[config.mk]
export PLATFORM = sky130hd
export DESIGN_NAME = psum_accumulator
export DESIGN_NICKNAME = d
export VERILOG_FILES = /design/src/rtl/cim_pkg.sv /design/src/rtl/psum_quant.sv /design/src/rtl/psum_accumulator.sv
export SDC_FILE = /design/constraint.sdc
export NUM_CORES = 1
export LEC_CHECK = 0
export BUFFER_PORTS_ARGS = -buffer_cell sky130_fd_sc_hd__buf_2
export CAP_MARGIN = 20
export CORE_ASPECT_RATIO = 0.9
export CORE_MARGIN = 3
export CORE_UTILIZATION = 57
export CTS_CLUSTER_DIAMETER = 50
export DETAILED_ROUTE_END_ITERATION = 8
export GPL_TIMING_DRIVEN = 0
export PLACE_DENSITY = 0.81
export SYNTH_ARGS = -nofsm -noshare
export SYNTH_HDL_FRONTEND = slang
export SYNTH_SLANG_ARGS = --single-unit
[constraint.sdc]
create_clock -name clk -period 3.26 [get_ports clk]
set_input_delay 0.652 -clock clk [delete_from_list [all_inputs] [get_ports clk]]
set_output_delay 0.652 -clock clk [all_outputs]
set_load 0.02 [all_outputs]
[src/rtl/cim_pkg.sv]
// Shared constants and types for the CIM datapath: PE geometry, activation width,
// and the partial-sum accumulator state encoding.
package cim_pkg;

    localparam int unsigned PSUM_W   = 14;
    localparam int unsigned ACT_W    = 4;
    localparam int unsigned PE_ROWS  = 64;
    // Largest PSUM a single PE pass can produce: every row at 15 * 15.
    localparam int unsigned MAX_PSUM = PE_ROWS * 15 * 15;

    typedef enum logic {
        ACC,
        OUT
    } acc_state_e;

endpackage

[src/rtl/psum_quant.sv]
// Requantizer: logical right shift of an accumulated sum followed by unsigned
// saturation to an ACT_W-bit activation. Purely combinational.
module psum_quant
    import cim_pkg::*;
#(
    parameter int unsigned IN_W    = 20,
    parameter int unsigned SHIFT_W = 5
) (
    input  logic [IN_W-1:0]    i_acc,
    input  logic [SHIFT_W-1:0] i_shift,
    output logic [ACT_W-1:0]   o_act
);

    logic [IN_W-1:0] w_q;

    always_comb begin
        w_q = '0;
        // Shifts at or beyond the input width flush everything out.
        if (32'(i_shift) < IN_W) begin
            w_q = i_acc >> i_shift;
        end
        if (|w_q[IN_W-1:ACT_W]) begin
            o_act = '1;
        end else begin
            o_act = w_q[ACT_W-1:0];
        end
    end

endmodule

[src/rtl/psum_accumulator.sv]
// Accumulates NUM_TILES partial sums from the PE into one saturating total, then
// holds the raw sum and its requantized activation until the consumer takes it.
module psum_accumulator
    import cim_pkg::*;
#(
    parameter int unsigned NUM_TILES = 4,
    parameter int unsigned ACC_W     = 20,
    parameter int unsigned SHIFT_W   = 5,
    localparam int unsigned TILE_W   = (NUM_TILES > 1) ? $clog2(NUM_TILES) : 1
) (
    input  logic               clk,
    input  logic               rst_n,
    input  logic               flush,
    input  logic               psum_valid,
    output logic               psum_ready,
    input  logic [PSUM_W-1:0]  psum_in,
    input  logic [SHIFT_W-1:0] shift_amt,
    output logic [TILE_W-1:0]  tile_idx,
    output logic               out_valid,
    input  logic               out_ready,
    output logic [ACT_W-1:0]   out_act,
    output logic [ACC_W-1:0]   out_acc,
    output logic               out_ovf
);

    acc_state_e         r_state,    w_state_next;
    logic [TILE_W-1:0]  r_tile_cnt, w_tile_cnt_next;
    logic [ACC_W-1:0]   r_acc,      w_acc_next;
    logic [SHIFT_W-1:0] r_shift,    w_shift_next;
    logic               r_ovf,      w_ovf_next;

    logic               w_accept;
    logic               w_last;
    logic [ACC_W:0]     w_psum_ext;
    logic [ACC_W:0]     w_sum;

    assign psum_ready = (r_state == ACC) || ((r_state == OUT) && out_ready);
    assign w_accept   = psum_valid && psum_ready;
    assign w_last     = (r_tile_cnt == TILE_W'(NUM_TILES - 1));
    assign w_psum_ext = {{(ACC_W + 1 - PSUM_W){1'b0}}, psum_in};
    assign w_sum      = {1'b0, r_acc} + w_psum_ext;

    always_comb begin
        w_state_next    = r_state;
        w_tile_cnt_next = r_tile_cnt;
        w_acc_next      = r_acc;
        w_shift_next    = r_shift;
        w_ovf_next      = r_ovf;

        if (w_accept) begin
            if (r_tile_cnt == '0) begin
                w_acc_next   = w_psum_ext[ACC_W-1:0];
                w_shift_next = shift_amt;
                w_ovf_next   = 1'b0;
            end else if (w_sum[ACC_W]) begin
                w_acc_next = '1;
                w_ovf_next = 1'b1;
            end else begin
                w_acc_next = w_sum[ACC_W-1:0];
            end
            w_tile_cnt_next = w_last ? '0 : r_tile_cnt + TILE_W'(1);
        end

        unique case (r_state)
            ACC: begin
                if (w_accept && w_last) begin
                    w_state_next = OUT;
                end
            end
            OUT: begin
                // A tile accepted alongside the handshake opens the next group.
                if (out_ready) begin
                    w_state_next = (w_accept && w_last) ? OUT : ACC;
                end
            end
            default: w_state_next = ACC;
        endcase

        if (flush) begin
            w_state_next    = ACC;
            w_tile_cnt_next = '0;
            w_acc_next      = '0;
            w_ovf_next      = 1'b0;
        end
    end

    always_ff @(posedge clk or negedge rst_n) begin
        if (!rst_n) begin
            r_state    <= ACC;
            r_tile_cnt <= '0;
            r_acc      <= '0;
            r_shift    <= '0;
            r_ovf      <= 1'b0;
        end else begin
            r_state    <= w_state_next;
            r_tile_cnt <= w_tile_cnt_next;
            r_acc      <= w_acc_next;
            r_shift    <= w_shift_next;
            r_ovf      <= w_ovf_next;
        end
    end

    psum_quant #(
        .IN_W    (ACC_W),
        .SHIFT_W (SHIFT_W)
    ) u_quant (
        .i_acc   (r_acc),
        .i_shift (r_shift),
        .o_act   (out_act)
    );

    assign out_valid = (r_state == OUT);
    assign out_acc   = r_acc;
    assign out_ovf   = r_ovf;
    assign tile_idx  = r_tile_cnt;

endmodule

==> out/qor.yml, run 1 <==
synth:
  synth_top_area_share_pct: 25.04
  synth_enable_flop_cells: 0
  synthesis.area_um2: 2898
  synth_flop_cell: "dfrtp_1"
  synth_cells: 337
  netlist_top_cells_area: "dfrtp_1 25%, ha_1 6.9%, a21oi_1 6.6%"
  yosys.area.top_type: "dfrtp_1"
  async_flop_share_pct: 100.0
  yosysSeqAreaShare_pct: 25.04
  ys_warn_count: 0
  avgSynthCellArea_um2: 8.599
  synth.distinct_cells: 61
  postSynthNetCount: 378
  ys_ff_latch: 29
route:
  vias: 2903
  detailedRoute.firstPassIterationCount: 5
  avgRoutedWirePerCell_um: 17.28
  ant_nets: 0
  route.detailed.drc: 0
  viasPerCell: 6.325
  drtIter0Drc: 184
  drt-total-wl_um: 7930
sta:
  setup_viol: 0
  drv_slew: 0
  period_share_pct: 95.53
  rsz0062_at_grt: "false"
  hold_viol_final: 0
  min_period_ns: 3.114
  fin_hold_ws_ns: 0.4164
  fmax_ghz: 0.3211
  setup_tns_ns: 0
  skew_ns: 0.004478
  tightest_slew_ns: 0.7186
  maxSlewHeadroom_pct: 52.10
power:
  p_switching_mw: 0.5670
  pwr-share-comb_pct: 46.9
  vdd_ir_drop_max_mv: 0.2490
  swShare_pct: 41.25
  p_leak_nw: 1.579
  p_per_area_nw_per_um2: 413.4
  cellInternalPower_mw: 0.8074
  p_seq_share_pct: 31.1
  clockPowerShare_pct: 22.0
floorplanning:
  die_h_um: 73.64
  initial_utilization_pct: 62.16
  io_pins: 53
  die_area_um2: 5976
  die_w_um: 81.16
  core_area_um2: 4662
  fp-row-count: 23
clock_network:
  insertion_delay_ns: 0.29
  root_buffer: "clkbuf_8"
  cts_buffer_depth: 2
  cts_tree: "yes"
  clk_pin_slew_ns: 0.07
  htree_levels: 2
  cts_buffers: 5
  clock-sinks: 29
  post_cts_buffers: 0
job:
  cap_viol_max_count: 0
finish:
  area_growth_syn_to_layout_pct: 14.72
  drive_above_1_share_pct: 26.70
  num-nets-final: 437
  design_area_um2: 3324
  n_antenna_cell: 0
  fillers: 401
placement:
  hpwl_um: 5782
  gp_congestion: 0.9643
  portBuffers: 52
  placed_area_um2: 3236
worst_setup_path:
  path_max_fanout: 10
  cp-end-kind: "output port"
  cp-start-kind: "flop"
  path_class: "reg2out"
  arrival_ns: 2.46
  worstPathRequired_ns: 2.61
global_routing:
  grt_pass1_wl_um: 13010
  grt_pass1_vias: 2721
  grt_usage_pct: 27.99
  grt.overflow.total: 0
  antenna_found_initial: 0
  grt_max_degree: 30
worst_hold_path:
  hold_class: "in2async"
status:
  outcome: "finished clean"
-- cell usage in the layout, fill, tap and decap left out, types with 4 or more instances in the layout --
master | synthesis | routed
buf_2 | 5 | 57
a21oi_1 | 38 | 38
nor2_1 | 33 | 33
nand2_1 | 32 | 32
dfrtp_1 | 29 | 29
o21ai_0 | 16 | 16
ha_1 | 16 | 16
mux2i_1 | 14 | 14
nor3_1 | 11 | 10
inv_1 | 10 | 10
clkbuf_1 | 9 | 9
nand3_1 | 8 | 8
mux2_2 | 7 | 7
a21o_1 | 7 | 7
clkbuf_8 | 1 | 6
o221ai_1 | 6 | 6
mux4_2 | 6 | 6
xor2_1 | 6 | 6
a21o_2 | 5 | 5
xnor2_1 | 5 | 5
nor2b_1 | 4 | 4
buf_6 | 4 | 4
o211ai_1 | 4 | 4
a22oi_1 | 4 | 4
a211oi_1 | 4 | 4
and3_1 | 4 | 4
-- worst paths after layout --
| path | endpoint | slack, ns | from | cells after the start |
|---|---|---|---|---|
| worst max-delay path | out_act[0] | 0.15 | r_shift[0]$_DFFE_PN0P_ | 8 |
| worst min-delay path | out_acc[4]$_DFFE_PN0P_ | 0.42 | rst_n | 1 |
| worst max register to register | out_acc[10]$_DFFE_PN0P_ | 0.58 | out_acc[0]$_DFFE_PN0P_ | 9 |
| worst min register to register | out_ovf$_DFFE_PN0P_ | 0.51 | out_ovf$_DFFE_PN0P_ | 2 |
| max in group asynchronous | out_acc[14]$_DFFE_PN0P_ | 2.39 | rst_n | 1 |
| min in group clk | out_ovf$_DFFE_PN0P_ | 0.51 | out_ovf$_DFFE_PN0P_ | 2 |
-- stage by stage --
step | cells | total power [mW] | util, % | worst slack [ns]
2_1_floorplan | 337 | 0.9051 | - | 0.5236
3_3_place_gp | 451 | 1.048 | 69.40 | 0.2610
3_5_place_dp | 451 | 1.064 | 69.40 | 0.2552
4_1_cts | 459 | 1.369 | 71.18 | 0.03208
5_1_grt | 459 | 1.453 | 71.31 | 0.03131
6_report | 459 | 1.374 | 71.31 | 0.1458
-- logic make-up after synthesis --
kind of cell / Yosys count / synth area share [%]
simple gates: 106 / 17.44
fa+ha+maj: 17 / 7.599
compound gates: 115 / 28.37
xor+xnor: 11 / 3.325
buf+inv: 32 / 6.001
mux: 27 / 12.22
flops: 29 / 25.04
-- power groups by stage --
stage	Clock [mW]	Combinational, mW	Sequential (mW)
2_1_floorplan	0	0.461	0.444
3_3_place_gp	0	0.618	0.430
3_5_place_dp	0	0.632	0.433
4_1_cts	0.308	0.635	0.426
5_1_grt	0.320	0.702	0.432
6_report	0.302	0.645	0.428
-- Yosys cell counts (all sizes together), types with 2 or more instances --
cell type / number
nor3: 12
nand2: 33
a21oi: 39
o41ai: 2
o22ai: 3
and3b: 2
mux2i: 14
xnor2: 5
and3: 4
a31o: 2
o221ai: 6
clkbuf: 10
nand3: 8
mux2: 7
buf: 11
dfrtp: 29
inv: 10
a22oi: 4
nand4: 2
o21a: 2
o211ai: 4
a211oi: 6
a2111oi: 2
o2bb2ai: 3
a21o: 12
xor2: 6
and2: 3
nand3b: 3
nor2: 33
ha: 16
a211o: 3
o21ai: 19
mux4: 6
nor2b: 4
-- cell type report --
class	count	area (um2)	area share [%]
Inverter	11	41.29	1.242
Clock inverter	2	10.01	0.3011
Timing Repair Buffer	52	260.3	7.828
Multi-Input combinational cell	276	2003	60.26
Clock buffer	6	72.57	2.183
Tap cell	62	77.57	2.333
Buffer	21	133.9	4.027
Sequential cell	29	725.7	21.83
-- flip-flops by register name, indices dropped and copies added, names as in the netlist --
| register | count |
|---|---|
| out_acc | 20 |
| r_shift | 5 |
| tile_idx | 2 |
| out_ovf | 1 |
| out_valid | 1 |
-- critical path: stages (launching register included) --
cell	delay [ns]
dfrtp_1	0.33
buf_2	0.25
clkbuf_2	0.27
clkbuf_1	0.34
mux4_2	0.37
a21oi_1	0.18
nor2_1	0.07
a22oi_1	0.16
buf_2	0.19
-- timing repair --
item                       CTS  global route
hold buffers                 0             0
setup endpoints to repair    0             3
gates resized for setup      0             3
-- routing by layer --
metal  part of all wire, %  wire, um  track usage (%)
met1                    46      3684            39.03
met2                    45      3600            44.58
met3                   6.8       539            4.412
met4                   1.3       105            8.818
met5                     0         0                0
Power figures use the tool's default switching activity.
==> run 2: changes to the inputs <==
--- a/config.mk
+++ b/config.mk
@@ -5,15 +5,16 @@
 export SDC_FILE = /design/constraint.sdc
 export NUM_CORES = 1
 export LEC_CHECK = 0
+export ABC_AREA = 1
 export BUFFER_PORTS_ARGS = -buffer_cell sky130_fd_sc_hd__buf_2
 export CAP_MARGIN = 20
 export CORE_ASPECT_RATIO = 0.9
 export CORE_MARGIN = 3
-export CORE_UTILIZATION = 57
+export CORE_UTILIZATION = 58
 export CTS_CLUSTER_DIAMETER = 50
 export DETAILED_ROUTE_END_ITERATION = 8
 export GPL_TIMING_DRIVEN = 0
-export PLACE_DENSITY = 0.81
+export PLACE_DENSITY_LB_ADDON = 0.25
 export SYNTH_ARGS = -nofsm -noshare
 export SYNTH_HDL_FRONTEND = slang
 export SYNTH_SLANG_ARGS = --single-unit
==> out/qor.yml, run 2 <==
worst_setup_path:
  startpoint: "r_shift[2]$_DFFE_PN0P_"
  cp-start-kind: "flop"
  r2r-end: "out_acc[8]$_DFFE_PN0P_"
  worstPathRequired_ns: 2.61  # about the same
  crit_end: "out_act[1]"
  r2r_start: "out_acc[0]$_DFFE_PN0P_"
  ff2ff_setup_slack_ns: 0.98  # +0.40 ns
  path_class: "reg2out"
  path_max_fanout: 8  # -2
  cp-end-kind: "output port"
  reg2reg_depth: 13  # +4
  arrival_ns: 2.12  # -0.34 ns
sta:
  period_share_pct: 85.08  # -10 points
  setup_viol: 0  # unchanged
  skew_ns: 0.007579  # +0.003101 ns
  min_period_ns: 2.774  # -0.3406 ns
  drv_slew: 0  # unchanged
  fin_hold_ws_ns: 0.3840  # -0.03247 ns
  setup_tns_ns: 0  # unchanged
  tightest_slew_ns: 0.6549  # -0.06372 ns
  rsz0062_at_grt: "false"
  hold_viol_final: 0  # unchanged
  maxSlewHeadroom_pct: 56.34  # +4.2 points
  fmax_ghz: 0.3605  # +12%
floorplanning:
  die_w_um: 83.18  # +2.5%
  die_h_um: 75.46  # +2.5%
  io_pins: 53  # unchanged
  core_area_um2: 5015  # +7.6%
  initial_utilization_pct: 62.00  # -0.16 points
  fp-row-count: 24  # +4.3%
  die_area_um2: 6276  # +5.0%
global_routing:
  antenna_found_initial: 0  # unchanged
  grt_usage_pct: 29.52  # +1.5 points
  grt_max_degree: 30  # unchanged
  grt_pass1_vias: 3423  # +26%
  grt.overflow.total: 0  # unchanged
  grt_pass1_wl_um: 15090  # +16%
synth:
  yosys.area.top_type: "nand2_1"
  synth_enable_flop_cells: 0  # unchanged
  ys_ff_latch: 29  # unchanged
  synth_most_common_cell: "nand2_1"
  synth.distinct_cells: 31  # -49%
  avgSynthCellArea_um2: 5.922  # -31%
  postSynthNetCount: 566  # +50%
  netlist_top_cells_area: "nand2_1 25%, dfrtp_1 23%, nand3_1 10%"
  synth_top_area_share_pct: 25.11  # +0.067 points
  synth_flop_cell: "dfrtp_1"
  async_flop_share_pct: 100.0  # unchanged
  ys_warn_count: 0  # unchanged
  synth_cells: 525  # +56%
  synth_commonest_cells: "208 x nand2_1, 62 x nand3_1, 50 x nor2_1, 48 x inv_1, 29 x dfrtp_1"
  yosysSeqAreaShare_pct: 23.34  # -1.7 points
  synthesis.area_um2: 3109  # +7.3%
job:
  cap_viol_max_count: 0  # unchanged
power:
  clockPowerShare_pct: 20.8  # -1.2 points
  cellInternalPower_mw: 0.8173  # +1.2%
  p_switching_mw: 0.6859  # +21%
  p_leak_nw: 2.020  # +28%
  p_per_area_nw_per_um2: 424.5  # +2.7%
  p_seq_share_pct: 29.0  # -2.1 points
  swShare_pct: 45.63  # +4.4 points
  pwr-share-comb_pct: 50.2  # +3.3 points
  vdd_ir_drop_max_mv: 0.2820  # +13%
route:
  avgRoutedWirePerCell_um: 13.57  # -21%
  detailedRoute.firstPassIterationCount: 6  # +1
  ant_nets: 0  # unchanged
  route.detailed.drc: 0  # unchanged
  drtIter0Drc: 286  # +55%
  wl_met1_um: 3772  # +2.4%
  highest_layer: "met4"
  vias: 3682  # +27%
  drt-total-wl_um: 8807  # +11%
  viasPerCell: 5.673  # -10%
  wl_met2_um: 4077  # +13%
  met3_length_um: 847  # +57%
clock_network:
  insertion_delay_ns: 0.29  # about the same
  htree_levels: 2  # unchanged
  clk_pin_slew_ns: 0.07  # about the same
  cts_buffer_depth: 2  # unchanged
  root_buffer: "clkbuf_8"
  cts_resized: 0  # unchanged
  cts_hold_buf: 0  # unchanged
  cts_tree: "yes"
  clock-sinks: 29  # unchanged
  post_cts_buffers: 0  # unchanged
  cts_buffers: 5  # unchanged
worst_hold_path:
  hold_class: "in2async"
finish:
  num-nets-final: 625  # +43%
  final_cell_mix: "208 x nand2_1, 64 x buf_2, 62 x nand3_1"
  mostFrequentLayoutCell: "nand2_1"
  n_antenna_cell: 0  # unchanged
  area_growth_syn_to_layout_pct: 13.88
  fillers: 456  # +14%
  drive_above_1_share_pct: 16.95  # -9.7 points
  largest_reg_flops: 20  # unchanged
placement:
  gp_congestion: 0.9250  # -4.1%
  portBuffers: 52  # unchanged
  hpwl_um: 7023  # +21%
status:
  outcome: "finished clean"
run 2: critical path, cell delays in order (launching register included):
cell     delay, ns
dfrtp_1       0.35
buf_2         0.17
nor2_1        0.37
inv_2         0.14
nor2_1        0.21
nor2_1        0.06
nand3_1       0.09
nor2_1        0.04
nand3_1       0.09
nand2_2       0.08
nand2_1       0.06
buf_2         0.15
run 2: layer usage:
layer	GRT usage, %	vias up
met1	37.42	1686
met5	0	-
met4	7.985	0
met3	6.378	17
met2	52.05	185
li1	-	1794
run 2: cell type report:
class | count | area [um2] | share of cell area, %
timing repair buffer | 52 | 260.3 | 7.350
clock inverter | 1 | 7.507 | 0.2120
tap | 65 | 81.33 | 2.297
multi-input combinational | 427 | 2082 | 58.80
inverter | 51 | 191.4 | 5.406
sequential | 29 | 725.7 | 20.49
clock buffer | 6 | 82.58 | 2.332
buffer | 18 | 110.1 | 3.110
run 2: stage by stage:
| step | util [%] | setup WS, ns | cell area, um2 | std cells | total power, mW |
|---|---|---|---|---|---|
| final | 70.61 | 0.4864 | 3541 | 649 | 1.503 |
| after global routing | 70.61 | 0.3087 | 3541 | 649 | 1.626 |
| after CTS | 70.61 | 0.5487 | 3541 | 649 | 1.492 |
| after detailed placement | 68.81 | 0.6394 | 3451 | 642 | 1.182 |
| after global placement | 68.81 | 0.6658 | 3451 | 642 | 1.165 |
| after floorplan | - | 0.9945 | 3109 | 525 | 0.9877 |
run 2: how the worst min path moves through the flow:
stage / startpoint / end / slack, ns
after floorplan: rst_n / out_acc[0]$_DFFE_PN0P_ / 0.36
after global placement: out_ovf$_DFFE_PN0P_ / out_ovf$_DFFE_PN0P_ / 0.48
after detailed placement: out_ovf$_DFFE_PN0P_ / out_ovf$_DFFE_PN0P_ / 0.48
after CTS: rst_n / out_acc[13]$_DFFE_PN0P_ / 0.41
after global routing: rst_n / out_acc[17]$_DFFE_PN0P_ / 0.43
final: rst_n / out_acc[13]$_DFFE_PN0P_ / 0.38
run 2: kinds of logic (layout without fill, tap and decap cells):
| family | after synthesis | after routing | synth area share, % |
|---|---|---|---|
| flops | 29 | 29 | 23.34 |
| fa+ha+maj | 17 | 17 | 7.082 |
| xor+xnor | 10 | 10 | 2.817 |
| compound gates | 66 | 66 | 12.68 |
| simple gates | 334 | 334 | 44.39 |
| buf+inv | 69 | 128 | 9.698 |
run 2: power by group through the flow:
stage	Clock, mW	Sequential [mW]	Combinational (mW)
after global placement	0	0.439	0.726
after CTS	0.313	0.434	0.746
after global routing	0.332	0.438	0.857
after floorplan	0	0.451	0.537
final	0.313	0.436	0.754
after detailed placement	0	0.440	0.742
